**src/rtl/nibble_serial_adder_pkg.sv**
```systemverilog
// Shared definitions for the nibble-serial adder: slice width and FSM state encoding.
package nibble_serial_adder_pkg;

  // Width of the single adder slice that every operand nibble passes through.
  localparam int NIBBLE_W = 4;

  // Controller states. The unused code 2'd3 is treated as illegal and recovers to IDLE.
  typedef enum logic [1:0] {
    IDLE = 2'd0,
    RUN  = 2'd1,
    DONE = 2'd2
  } state_e;

endpackage

```
**src/rtl/nibble_add4.sv**
```systemverilog
// Combinational 4-bit ripple-carry slice shared by every nibble of the operation.
module nibble_add4 (
  input  logic [3:0] a,
  input  logic [3:0] b,
  input  logic       cin,
  output logic [3:0] s,
  output logic       cout
);

  // Ripple the carry bit by bit from bit 0 up to the carry out.
  always_comb begin : ripple
    logic carry;
    carry = cin;
    s     = '0;
    for (int i = 0; i < 4; i++) begin
      s[i]  = a[i] ^ b[i] ^ carry;
      carry = (a[i] & b[i]) | (carry & (a[i] ^ b[i]));
    end
    cout = carry;
  end

endmodule

```
**src/rtl/nibble_serial_adder.sv**
```systemverilog
// Multi-cycle WIDTH-bit adder: one 4-bit slice processes the operands LS nibble first,
// with the inter-nibble carry held in a register and a valid/ready handshake on each side.
module nibble_serial_adder
  import nibble_serial_adder_pkg::*;
#(
  parameter int WIDTH = 16
) (
  input  logic             clk,
  input  logic             reset,
  input  logic             in_valid,
  output logic             in_ready,
  input  logic [WIDTH-1:0] a,
  input  logic [WIDTH-1:0] b,
  input  logic             carryin,
  output logic             out_valid,
  input  logic             out_ready,
  output logic [WIDTH-1:0] sum,
  output logic             carryout,
  output logic             busy
);

  localparam int NIBBLES = WIDTH / NIBBLE_W;
  localparam int CNT_W   = (NIBBLES > 1) ? $clog2(NIBBLES) : 1;
  localparam logic [CNT_W-1:0] LAST_CNT = CNT_W'(NIBBLES - 1);
  localparam logic [CNT_W-1:0] CNT_ONE  = CNT_W'(1);

  state_e state_q, state_d;

  logic [CNT_W-1:0] cnt_q, cnt_d;
  logic [WIDTH-1:0] a_sh_q, a_sh_d;
  logic [WIDTH-1:0] b_sh_q, b_sh_d;
  logic [WIDTH-1:0] sum_sh_q, sum_sh_d;
  logic             carry_q, carry_d;
  logic [WIDTH-1:0] sum_q, sum_d;
  logic             cout_q, cout_d;

  logic [NIBBLE_W-1:0] slice_s;
  logic                slice_cout;
  logic                last_nibble;

  assign last_nibble = (cnt_q == LAST_CNT);

  // The one adder slice always sees the current low nibbles and the running carry.
  nibble_add4 u_slice (
    .a    (a_sh_q[NIBBLE_W-1:0]),
    .b    (b_sh_q[NIBBLE_W-1:0]),
    .cin  (carry_q),
    .s    (slice_s),
    .cout (slice_cout)
  );

  // State register; reset drops any partial operation and returns to IDLE.
  always_ff @(posedge clk or posedge reset) begin
    if (reset) begin
      state_q <= IDLE;
    end else begin
      state_q <= state_d;
    end
  end

  // Next-state logic and handshake outputs, decoded only from the registered state.
  always_comb begin
    state_d   = state_q;
    in_ready  = 1'b0;
    out_valid = 1'b0;
    busy      = 1'b0;
    case (state_q)
      IDLE: begin
        in_ready = 1'b1;
        if (in_valid) state_d = RUN;
      end
      RUN: begin
        busy = 1'b1;
        if (last_nibble) state_d = DONE;
      end
      DONE: begin
        busy      = 1'b1;
        out_valid = 1'b1;
        if (out_ready) state_d = IDLE;
      end
      default: state_d = IDLE;
    endcase
  end

  // Datapath next values: load on accept, shift one nibble per RUN cycle, publish on the last one.
  always_comb begin
    cnt_d    = cnt_q;
    a_sh_d   = a_sh_q;
    b_sh_d   = b_sh_q;
    sum_sh_d = sum_sh_q;
    carry_d  = carry_q;
    sum_d    = sum_q;
    cout_d   = cout_q;
    if (state_q == IDLE) begin
      if (in_valid) begin
        a_sh_d  = a;
        b_sh_d  = b;
        carry_d = carryin;
        cnt_d   = '0;
      end
    end else if (state_q == RUN) begin
      a_sh_d   = a_sh_q >> NIBBLE_W;
      b_sh_d   = b_sh_q >> NIBBLE_W;
      sum_sh_d = (sum_sh_q >> NIBBLE_W) | {slice_s, {(WIDTH-NIBBLE_W){1'b0}}};
      carry_d  = slice_cout;
      if (last_nibble) begin
        cnt_d  = '0;
        sum_d  = sum_sh_d;
        cout_d = slice_cout;
      end else begin
        cnt_d = cnt_q + CNT_ONE;
      end
    end
  end

  // Datapath registers; the published result persists through IDLE until the next completion.
  always_ff @(posedge clk or posedge reset) begin
    if (reset) begin
      cnt_q    <= '0;
      a_sh_q   <= '0;
      b_sh_q   <= '0;
      sum_sh_q <= '0;
      carry_q  <= 1'b0;
      sum_q    <= '0;
      cout_q   <= 1'b0;
    end else begin
      cnt_q    <= cnt_d;
      a_sh_q   <= a_sh_d;
      b_sh_q   <= b_sh_d;
      sum_sh_q <= sum_sh_d;
      carry_q  <= carry_d;
      sum_q    <= sum_d;
      cout_q   <= cout_d;
    end
  end

  assign sum      = sum_q;
  assign carryout = cout_q;

endmodule
```
**config.mk**
```make
export PLATFORM = sky130hd
export DESIGN_NAME = nibble_serial_adder
export DESIGN_NICKNAME = d
export VERILOG_FILES = /design/src/rtl/nibble_serial_adder_pkg.sv /design/src/rtl/nibble_add4.sv /design/src/rtl/nibble_serial_adder.sv
export SDC_FILE = /design/constraint.sdc
export NUM_CORES = 1
export LEC_CHECK = 0
export ABC_AREA = 0
export CELL_PAD_IN_SITES_DETAIL_PLACEMENT = 1
export CELL_PAD_IN_SITES_GLOBAL_PLACEMENT = 1
export CORE_ASPECT_RATIO = 1.75
export CORE_MARGIN = 3
export CORE_UTILIZATION = 42
export CTS_CLUSTER_DIAMETER = 150
export DETAILED_ROUTE_END_ITERATION = 12
export PLACE_DENSITY_LB_ADDON = 0.1
export REMOVE_ABC_BUFFERS = 1
export SKIP_LAST_GASP = 1
export SLEW_MARGIN = 5
export SYNTH_ARGS = -nofsm -noshare
export SYNTH_HDL_FRONTEND = slang
export SYNTH_HIERARCHICAL = 1
export SYNTH_SLANG_ARGS = --single-unit
```
**constraint.sdc**
```tcl
create_clock -name clk -period 2.6 [get_ports clk]
set_clock_uncertainty 0.2 [all_clocks]
set_input_delay 0.26 -clock clk [delete_from_list [all_inputs] [get_ports clk]]
set_output_delay 0.26 -clock clk [all_outputs]
set_load 0.05 [all_outputs]
```
==> flow_metrics.py <==
metrics = {
    "finish": {
        "instances_no_fill": 383,
        "final.fill_count": 722,
        "final_nets": 339,
        "layout_commonest_cell": "dfrtp_1",
        "regArea_sq_um": 1652,
        "syn2layout_area_growth_pct": 31.84,
        "multi_input_area_sq_um": 1232,
        "final_cell_mix": "dfrtp_1, clkdlybuf4s50_1, mux2i_1, nand2_1, mux2_2",
        "final_util_pct": 57.64,
        "diodes": 0,
        "drive_gt1_share_pct": 20.40,
    },
    "clocking": {
        "ctsHoldBuffers": 0,
        "cts_setup_buffers": 0,
        "clock_latency_ps": 330,
        "cts_buffer_depth": 2,
        "clock-root-buffer": "clkbuf_16",
        "clock-sinks": 66,
        "cts_tree": "yes",
        "clk_pin_slew_ps": 60,
        "h-tree-depth": 3,
        "post_cts_resized": 0,
        "cts_buffers": 9,
    },
    "sta": {
        "fmax_mhz": 405.0,
        "setup_tns_ps": 0,
        "setup_viol": 0,
        "period_share_pct": 94.98,
        "period_minus_slack_ps": 2469,
        "timing_hold_violations_final": 0,
        "holdWs_ps": 120.4,
        "worst_pin_slew_ps": 512.2,
        "rsz0062_at_grt": "no",
        "max_slew_margin_pct": 65.75,
        "slew_viol_final": 0,
    },
    "drt": {
        "final_antenna_net_count": 0,
        "vias": 1954,
        "drt_wl_total_um": 6073,
        "drc": 0,
        "viasPerCell": 5.102,
        "firstDrtPassIters": 4,
        "first_iter_violations": 111,
        "routedWlPerCell_um": 15.86,
    },
    "setup_path": {
        "cp_data_required_time_ps": 2670,
        "path_max_fanout": 2,
        "end_kind": "flop",
        "worstSetupStartpointType": "flop",
        "critPathArrivalTime_ps": 2540,
        "crit_type": "reg2reg",
    },
    "yosys": {
        "synth.ff_latch_count": 66,
        "synth_cells": 235,
        "synth.yosys.warnings": 6,
        "syn-cell-area_sq_um": 3042,
        "seq_area_frac_synth_pct": 54.30,
        "synth_cell_types": 26,
        "avgSynthCellArea_sq_um": 12.94,
        "synth_top_area_cell": "dfrtp_1",
        "synth_top_area_share_pct": 54.30,
        "synth.area.top_cells": "dfrtp_1, mux2_2, mux2i_1",
    },
    "floorplan": {
        "die-width_um": 70.33,
        "die_area_sq_um": 8339,
        "start_util_pct": 43.72,
        "die_h_um": 118.6,
        "rows": 40,
        "num_io_pins": 57,
        "core_sq_um": 6957,
    },
    "placement": {
        "placedCellCount": 367,
        "hpwl_um": 4059,
        "port_buffers": 56,
        "place.gp.congestion": 0.7591,
    },
    "grt": {
        "antenna_found_initial": 0,
        "first_global_vias": 2178,
        "grt_remaining_overflow": 0,
        "grt_pass1_wl_um": 10380,
        "grt_usage_pct": 16.18,
        "grt_max_degree": 67,
    },
    "power_and_ir_drop": {
        "power_leakage_nw": 1.884,
        "power_density_nw_per_um2": 1414,
        "ir_drop_mv": 0.6805,
        "p_total_mw": 5.670,
    },
    "flow_run": {
        "cap_violations": 0,
    },
    "status": {
        "status": "finished clean",
    },
    "min_path": {
        "hold_class": "in2async",
    },
}
## area by class of cell
class / instances / area share [%]
flip-flops and latches: 66 / 41.19
multi-input cells: 140 / 30.73
repair buffers: 62 / 16.29
inverters: 15 / 1.404
clock buffers: 11 / 5.803
clock inverters: 5 / 1.966
well taps: 84 / 2.621
## per-layer routing
metal  routed length (um)  GRT usage, %  vias to the layer above
met5                    0             0                        -
met4                  159         8.633                        0
met3                  238         3.489                       12
met2                 3398         29.11                       44
met1                 2277         17.09                      973
li1                     -             -                      925
## power by group
part / internal [mW] / switching [mW] / total (mW)
clock network: 0.837 / 0.429 / 1.27
logic: 1.18 / 1.43 / 2.61
registers: 1.51 / 0.285 / 1.79
total: 3.53 / 2.14 / 5.67
## cells in the mapped netlist, drive strengths merged
master  count
o211ai      1
nand2      26
clkbuf      2
inv        15
a22o        5
o21ai      25
nand2b      2
nor3b       1
o22ai       2
buf        12
ha          4
nor2        1
nand3b      1
a21oi       1
a32o        3
mux2i      27
a31oi       2
dfrtp      66
mux2       35
fa          4
## worst max-delay path: stages (launching register included)
cell	delay, ps
dfrtp_1	400
fa_1	410
inv_1	70
fa_1	150
inv_1	70
fa_1	390
inv_1	90
fa_1	410
inv_1	80
mux2_2	140
## flip-flops by register name (all words and copies together), names as in the netlist
name      count
carryout      1
state_q       2
cnt_q         2
a_sh_q       16
b_sh_q       16
carry_q       1
sum_sh_q     12
sum          16
## final timing paths
kind / slack (ps) / depth (start not counted) / endpoint / from
setup / recovery: 130 / 9 / sum_sh_q[15]$_DFFE_PP0P_ / a_sh_q[0]$_DFFE_PP0P_
hold / removal: 120 / 3 / sum[9]$_DFFE_PP0P_ / reset
setup reg to reg: 130 / 9 / sum_sh_q[15]$_DFFE_PP0P_ / a_sh_q[0]$_DFFE_PP0P_
hold reg to reg: 280 / 2 / b_sh_q[1]$_DFFE_PP0P_ / b_sh_q[1]$_DFFE_PP0P_
max in group asynchronous: 1790 / 3 / b_sh_q[8]$_DFFE_PP0P_ / reset
min in group clk: 280 / 2 / b_sh_q[1]$_DFFE_PP0P_ / b_sh_q[1]$_DFFE_PP0P_
## cell families (layout without fill, tap and decap cells)
| kind of cell | count (synthesis) | count (layout) | synth area share [%] |
|---|---|---|---|
| and+or+nand+nor | 31 | 31 | 4.895 |
| buffers and inverters | 29 | 93 | 5.265 |
| adders and majority gates | 8 | 8 | 4.278 |
| DFF | 66 | 66 | 54.30 |
| muxes | 62 | 62 | 23.49 |
| AOI/OAI and AO/OA | 39 | 39 | 7.774 |
## stage by stage
| step | instance area [sq um] | worst slack, ps |
|---|---|---|
| 6_report | 4010 | 130.6 |
| 3_3_place_gp | 3699 | 239.4 |
| 4_1_cts | 4010 | 105.1 |
| 3_5_place_dp | 3699 | 200.9 |
| 2_1_floorplan | 2938 | -983.8 |
| 5_1_grt | 4010 | 39.49 |
No activity file was read; power rests on OpenSTA's default activity.
